File: src/rtl/regwb_pkg.sv
// Shared types and helpers for the register-file write-back arbiter.
// Holds the queued-entry layout and the wrap-aware stamp age comparison.
package regwb_pkg;

  localparam int REG_AW = 4;
  localparam int REG_DW = 16;
  localparam int SW     = 3;

  typedef struct packed {
    logic [REG_AW-1:0] dst;
    logic [REG_DW-1:0] data;
    logic [SW-1:0]     stamp;
  } wb_entry_t;

  // a is older than b when b is ahead of a by less than half the stamp space
  function automatic logic older(input logic [SW-1:0] a, input logic [SW-1:0] b);
    logic [SW-1:0] diff;
    diff = b - a;
    return (diff != '0) && (diff < SW'(1 << (SW - 1)));
  endfunction

endpackage

File: src/rtl/wb_fifo.sv
// Small shift-style write-request FIFO: pop is applied before push in the same cycle.
// Exposes every entry's valid/dst so the top can build the pending-register map.
module wb_fifo
  import regwb_pkg::*;
#(
  parameter int DEPTH = 2
) (
  input  logic                           clk,
  input  logic                           rst,
  input  logic                           push_i,
  input  wb_entry_t                      push_ent_i,
  input  logic                           pop_i,
  output wb_entry_t                      head_o,
  output logic                           full_o,
  output logic                           empty_o,
  output logic [DEPTH-1:0]               ent_vld_o,
  output logic [DEPTH-1:0][REG_AW-1:0]   ent_dst_o
);

  wb_entry_t [DEPTH-1:0] ent_q, ent_d;
  logic      [DEPTH-1:0] vld_q, vld_d;

  always_comb begin
    logic placed;
    vld_d  = vld_q;
    ent_d  = ent_q;
    placed = 1'b0;
    if (pop_i) begin
      for (int i = 0; i < DEPTH - 1; i++) begin
        vld_d[i] = vld_q[i+1];
        ent_d[i] = ent_q[i+1];
      end
      vld_d[DEPTH-1] = 1'b0;
    end
    // new entry lands in the first free slot after the pop has compacted the queue
    if (push_i) begin
      for (int i = 0; i < DEPTH; i++) begin
        if (!vld_d[i] && !placed) begin
          vld_d[i] = 1'b1;
          ent_d[i] = push_ent_i;
          placed   = 1'b1;
        end
      end
    end
  end

  always_ff @(posedge clk) begin
    if (rst) vld_q <= '0;
    else     vld_q <= vld_d;
  end

  always_ff @(posedge clk) begin
    ent_q <= ent_d;
  end

  always_comb begin
    for (int i = 0; i < DEPTH; i++) ent_dst_o[i] = ent_q[i].dst;
  end

  assign head_o    = ent_q[0];
  assign empty_o   = ~vld_q[0];
  assign full_o    = vld_q[DEPTH-1];
  assign ent_vld_o = vld_q;

endmodule

File: src/rtl/regwb_arbiter.sv
// Write-back arbiter: two queued producers share the register file's single write port.
// Round-robin between heads, but same-destination heads always issue oldest stamp first.
module regwb_arbiter
  import regwb_pkg::*;
#(
  parameter int DEPTH = 2,
  parameter int SW    = regwb_pkg::SW
) (
  input  logic              clk,
  input  logic              rst,
  input  logic              v0,
  input  logic [REG_AW-1:0] dst0,
  input  logic [REG_DW-1:0] data0,
  output logic              rdy0,
  input  logic              v1,
  input  logic [REG_AW-1:0] dst1,
  input  logic [REG_DW-1:0] data1,
  output logic              rdy1,
  output logic              regwrite,
  output logic [REG_AW-1:0] regdst,
  output logic [REG_DW-1:0] writedata,
  output logic [15:0]       busy
);

  wb_entry_t                        in0, in1, head0, head1;
  logic                             full0, full1, empty0, empty1;
  logic [DEPTH-1:0]                 evld0, evld1;
  logic [DEPTH-1:0][REG_AW-1:0]     edst0, edst1;
  logic                             acc0, acc1, pop0, pop1;
  logic                             gnt_vld, gnt_sel;
  logic [SW-1:0]                    stamp_q, stamp_d;
  logic                             last_grant_q;
  logic                             regwrite_q;
  logic [REG_AW-1:0]                regdst_q;
  logic [REG_DW-1:0]                writedata_q;
  logic [15:0]                      busy_c;

  // Ready depends only on registered fullness, never on v or this cycle's pop
  assign rdy0 = ~full0 & ~rst;
  assign rdy1 = ~full1 & ~rst;
  assign acc0 = v0 & rdy0;
  assign acc1 = v1 & rdy1;

  assign in0     = '{dst: dst0, data: data0, stamp: stamp_q};
  assign in1     = '{dst: dst1, data: data1, stamp: stamp_q + SW'(acc0)};
  assign stamp_d = stamp_q + SW'(acc0) + SW'(acc1);

  wb_fifo #(.DEPTH(DEPTH)) u_fifo0 (
    .clk(clk), .rst(rst), .push_i(acc0), .push_ent_i(in0), .pop_i(pop0),
    .head_o(head0), .full_o(full0), .empty_o(empty0),
    .ent_vld_o(evld0), .ent_dst_o(edst0)
  );

  wb_fifo #(.DEPTH(DEPTH)) u_fifo1 (
    .clk(clk), .rst(rst), .push_i(acc1), .push_ent_i(in1), .pop_i(pop1),
    .head_o(head1), .full_o(full1), .empty_o(empty1),
    .ent_vld_o(evld1), .ent_dst_o(edst1)
  );

  always_comb begin
    gnt_vld = 1'b0;
    gnt_sel = 1'b0;
    if (!empty0 && !empty1) begin
      gnt_vld = 1'b1;
      if (head0.dst == head1.dst) gnt_sel = ~older(head0.stamp, head1.stamp);
      else                        gnt_sel = ~last_grant_q;
    end else if (!empty0) begin
      gnt_vld = 1'b1;
    end else if (!empty1) begin
      gnt_vld = 1'b1;
      gnt_sel = 1'b1;
    end
  end

  assign pop0 = gnt_vld & ~gnt_sel;
  assign pop1 = gnt_vld &  gnt_sel;

  // Output stage: one registered write per cycle
  always_ff @(posedge clk) begin
    if (rst) begin
      stamp_q      <= '0;
      last_grant_q <= 1'b1;
      regwrite_q   <= 1'b0;
      regdst_q     <= '0;
      writedata_q  <= '0;
    end else begin
      stamp_q    <= stamp_d;
      regwrite_q <= gnt_vld;
      if (gnt_vld) begin
        last_grant_q <= gnt_sel;
        regdst_q     <= gnt_sel ? head1.dst  : head0.dst;
        writedata_q  <= gnt_sel ? head1.data : head0.data;
      end
    end
  end

  always_comb begin
    busy_c = '0;
    for (int i = 0; i < DEPTH; i++) begin
      if (evld0[i]) busy_c[edst0[i]] = 1'b1;
      if (evld1[i]) busy_c[edst1[i]] = 1'b1;
    end
    if (regwrite_q) busy_c[regdst_q] = 1'b1;
  end

  assign regwrite  = regwrite_q;
  assign regdst    = regdst_q;
  assign writedata = writedata_q;
  assign busy      = busy_c;

endmodule

File: config.mk
export PLATFORM = sky130hd
export DESIGN_NAME = regwb_arbiter
export DESIGN_NICKNAME = d
export VERILOG_FILES = /design/src/rtl/regwb_pkg.sv /design/src/rtl/wb_fifo.sv /design/src/rtl/regwb_arbiter.sv
export SDC_FILE = /design/constraint.sdc
export NUM_CORES = 1
export LEC_CHECK = 0
export CAP_MARGIN = 20
export CELL_PAD_IN_SITES_DETAIL_PLACEMENT = 0
export CELL_PAD_IN_SITES_GLOBAL_PLACEMENT = 1
export CORE_MARGIN = 10
export CORE_UTILIZATION = 45
export DETAILED_ROUTE_END_ITERATION = 7
export PLACE_DENSITY_LB_ADDON = 0.25
export SYNTH_ARGS = -nofsm -noshare
export SYNTH_HDL_FRONTEND = slang
export SYNTH_SLANG_ARGS = --single-unit
export TNS_END_PERCENT = 1
File: constraint.sdc
create_clock -name clk -period 7.3 [get_ports clk]
set_input_delay 2.19 -clock clk [delete_from_list [all_inputs] [get_ports clk]]
set_output_delay 2.19 -clock clk [all_outputs]
set_load 0.01 [all_outputs]
==> results.txt <==
The instance area at placement came out at 6660 um2. The distinct cell type count of the synthesized netlist came out at 49. The final-layout fill cell count is roughly 1,200.

The setup slack after layout is 1.67 ns. By area the synthesized netlist is led by sky130_fd_sc_hd__dfxtp_1, sky130_fd_sc_hd__edfxtp_1, sky130_fd_sc_hd__nor2_1, sky130_fd_sc_hd__nand2_1, sky130_fd_sc_hd__o22ai_1. The via count of the first global-routing pass is 5,241.

Max-cap violations in this run came to 0. TritonCTS built the clock tree. The first global-routing pass estimated 28.1 mm of wire. The average vias per placed instance is 5.80. The final number of hold-violating endpoints is 0. The worst path in the final design needs a cycle of 5.63 ns, including I/O delays and setup. The arrival time at the worst endpoint came out at 3.44 ns.

The ratio of total power to cell area is roughly 290 nW/um2. The register area share after synthesis is 0.497. The total inserted antenna cells came out at 0. The Yosys step of the flow raised 0 warnings. The register bit count reported by yosys is 121. The start-to-end type of the worst setup path is in2out.

The count of endpoints failing setup in the final report is 0. Of the cells placed in the final design, the portion with a size suffix greater than 1 is 0.0999. The count of antenna-violating nets left after detailed routing is 0. The I/O pin count is 83. The synthesized area per cell is 8.94 um2. The first-pass iteration count of the detailed router came out at 7.

Summed over all failing endpoints, the final setup total negative slack is 0 ns. The register clock-pin slew on the reported worst setup and hold paths came out at about 0.060 ns. CTS placed an instance of sky130_fd_sc_hd__clkbuf_16 at the clock tree root. The placement-stage worst setup slack is 1.68 ns. sky130_fd_sc_hd__dfxtp_1 takes more of the synthesized area than any other cell. The flow ran to the end, and the final reports show no timing, DRC or antenna violations. Among all flip-flop cells after synthesis, the most frequent one is sky130_fd_sc_hd__dfxtp_1.

Setup repair after global routing left no endpoint under its margin. For this configuration, the core starts out at a cell density of 0.460. The critical path goes through clkdlybuf4s50_1 > nor2_1 > clkdlybuf4s50_1. The hold-fix buffer count after cts is 0.

The global-route congestion overflow total came out at 0. The H-tree depth is 4. For the final database, setup skew stands at 0.0106 ns. For this run, the share of the core covered by cells in the final layout is 0.576.

STA classifies the critical path endpoint as a primary output. The clock latency at the later pin of the worst-skew pair is approximately 0.42 ns. The die is 134 um wide.

The number of pins exceeding their max-slew limit in the final report is 0. The die outline area came out at between 15,000 and 20,000 um2. The relative area change from synthesis to final layout is 25.2%. For this design the static power due to leakage is around 2.7 nW. The area of the placeable core is 12,600 um2. The number of buffer cells added on primary ports came out at roughly 80. The post-layout instance area came out at around 7300 um2. The placed wire-length estimate is 11.9 mm. The number of buffer and inverter instances along the worst setup path is 2. The total of cells resized after clock tree synthesis is 0. Hold timing on the final database bottoms out at a slack of 0.480 ns. The critical-path cell with the highest stage delay is sky130_fd_sc_hd__clkdlybuf4s50_1. The worst-case clock buffer depth is 2.

After detailed routing, the number of remaining DRC violations is 0. The largest fanout on the critical path came out at 3. VDD sags by at most 0.181 mV. The number of antenna violations at the first check in global routing came out at 0. The headroom to the max-slew limit came out at 0.393. Among cell families on the critical path, the largest total delay comes from buffers and inverters. The worst setup path is launched from a primary input. The post-synthesis async set-or-reset flop share is 0. The mean routed wirelength per cell is 19.3 um. Across every metal layer, demand over resource in global routing totals 0.194. STA puts the critical path data required time at 5.11 ns. The worst stage delay on the critical path is 0.56 ns. The detailed-route via count is 5,176. The first routing iteration left roughly 460 violations. The number of nets handed over by synthesis was between 600 and 700. The fmax came out at 177 MHz. The portion of the clock cycle consumed by the worst path in the final layout is 0.772. The net count of the finished layout is 758. The fraction of post-synthesis cell area in the top cell type by area came out at 0.259. The netlist area before placement is 5800 um2. The placement row count is 41.

For this design, the sink count on the clock tree is 121. The weighted congestion reported at the end of routability-driven placement is 0.926. The cell seen most often among critical-path stages is sky130_fd_sc_hd__clkdlybuf4s50_1.

The worst register-to-register path has a setup slack of 4.13 ns. Yosys mapped a number of flops with a built-in enable equal to 46. The number of buffers added for setup after CTS is 0. The worst hold path belongs to the class reg2reg. The slew at the pin closest to its max-slew limit is 0.911 ns.

The routed wire length is 17.3 mm. The floorplan die height is 134 um. The post-synthesis cell count is 649. In this run, CTS created clock tree buffers numbering 17. Entering global routing, the biggest net connects between 40 and 50 pins.
[worst min-delay path: cells and delay by family (launching register included)]
family           cells  cell delay [ns]
AND/OR/NAND/NOR      1             0.05
flip-flops           1             0.31
AO/OA/AOI/OAI        1             0.07
[cells by family (layout without fill, tap and decap cells)]
family / Yosys count / count (layout) / synth area share
buffers and inverters: 56 / 128 / 0.0500
AO/OA/AOI/OAI: 188 / 188 / 0.227
flip-flops: 121 / 121 / 0.497
XOR/XNOR: 7 / 7 / 0.0106
adder cells (fa/ha/maj): 6 / 6 / 0.0129
AND/OR/NAND/NOR: 271 / 271 / 0.203
[report_power, final]
group	switching [W]	internal, W
sequential	0.0000861	0.000775
combinational	0.000200	0.000168
clock	0.000315	0.000530
total	0.000601	0.00147
[cell usage in the layout, fill, tap and decap left out, drive strengths merged, types with 7 or more instances in the layout]
cell type	instances
dfxtp	75
nand2b	12
o211ai	8
nor2	122
nand2	87
a31oi	27
clkbuf	21
inv	11
buf	9
nand3	9
nand3b	7
a211oi	22
edfxtp	46
clkdlybuf4s50	82
a22oi	8
a21oi	54
nor2b	7
nor3	7
o22ai	46
[metrics by stage]
stage | total power [W] | cells
6_report | 0.00207 | 893
5_1_grt | 0.00216 | 893
4_1_cts | 0.00208 | 893
3_5_place_dp | 0.00124 | 861
3_3_place_gp | 0.00123 | 860
2_1_floorplan | 0.00109 | 649
[final cells by class]
class | instances | area [um2] | share of cell area
Timing Repair Buffer | 91 | 908 | 0.125
Clock inverter | 11 | 103 | 0.0141
Inverter | 5 | 18.8 | 0.00258
Multi-Input combinational cell | 472 | 2630 | 0.362
Tap cell | 172 | 215 | 0.0296
Clock buffer | 21 | 503 | 0.0693
Sequential cell | 121 | 2880 | 0.397
[layer usage]
metal,share of wire,global-route usage,up-vias
li1,-,-,2474
met1,0.44,0.234,2498
met2,0.49,0.323,173
met3,0.051,0.0534,31
met4,0.020,0.0695,0
met5,0,0,-
[registers in the layout, summed over array words and instances, names as in the netlist]
name and flops:
u_fifo1.ent_dst_o 8, u_fifo0.ent_q 19, regdst 4, u_fifo1.head_o 19, u_fifo1.ent_q 19, stamp_q 3
u_fifo0.ent_dst_o 8, writedata 16, u_fifo0.head_o 19, regwrite 1, u_fifo0.ent_vld_o 2, last_grant_q 1
u_fifo1.ent_vld_o 2
[final timing paths]
path | start | to | depth (start not counted)
hold reg to reg | u_fifo1.head_o[3]$_DFF_P_ | u_fifo1.head_o[3]$_DFF_P_ | 2
setup / recovery | rst | rdy0 | 3
setup reg to reg | u_fifo1.ent_dst_o[3]$_DFF_P_ | writedata[2]$_SDFFE_PP0P_ | 7
hold / removal | u_fifo1.head_o[3]$_DFF_P_ | u_fifo1.head_o[3]$_DFF_P_ | 2
[synthesized netlist by cell type, types with 2 or more instances]
library cell                 n
sky130_fd_sc_hd__a21oi_1    53
sky130_fd_sc_hd__o211ai_1    8
sky130_fd_sc_hd__and3_1      2
sky130_fd_sc_hd__a22oi_1     8
sky130_fd_sc_hd__nand2_1    87
sky130_fd_sc_hd__ha_1        6
sky130_fd_sc_hd__or3_1       3
sky130_fd_sc_hd__nor2_1    122
sky130_fd_sc_hd__edfxtp_1   46
sky130_fd_sc_hd__or2_1       2
sky130_fd_sc_hd__nor3_1      7
sky130_fd_sc_hd__o32ai_1     4
sky130_fd_sc_hd__or4_1       2
sky130_fd_sc_hd__a31oi_1    27
sky130_fd_sc_hd__nand2b_1   12
sky130_fd_sc_hd__o22a_1      5
sky130_fd_sc_hd__buf_2      16
sky130_fd_sc_hd__nand3_1     9
sky130_fd_sc_hd__xor2_1      6
sky130_fd_sc_hd__nand3b_1    7
sky130_fd_sc_hd__a211oi_2   16
sky130_fd_sc_hd__a211oi_1    6
sky130_fd_sc_hd__buf_4       2
sky130_fd_sc_hd__buf_6       7
sky130_fd_sc_hd__o22ai_1    46
sky130_fd_sc_hd__nor3b_1     2
sky130_fd_sc_hd__dfxtp_1    75
sky130_fd_sc_hd__buf_1       4
sky130_fd_sc_hd__inv_1       5
sky130_fd_sc_hd__or2_2       4
sky130_fd_sc_hd__nor2b_1     7
sky130_fd_sc_hd__clkbuf_1   22
sky130_fd_sc_hd__or3b_2      3
sky130_fd_sc_hd__o221a_2     3
No activity file was read; power rests on OpenSTA's default activity.
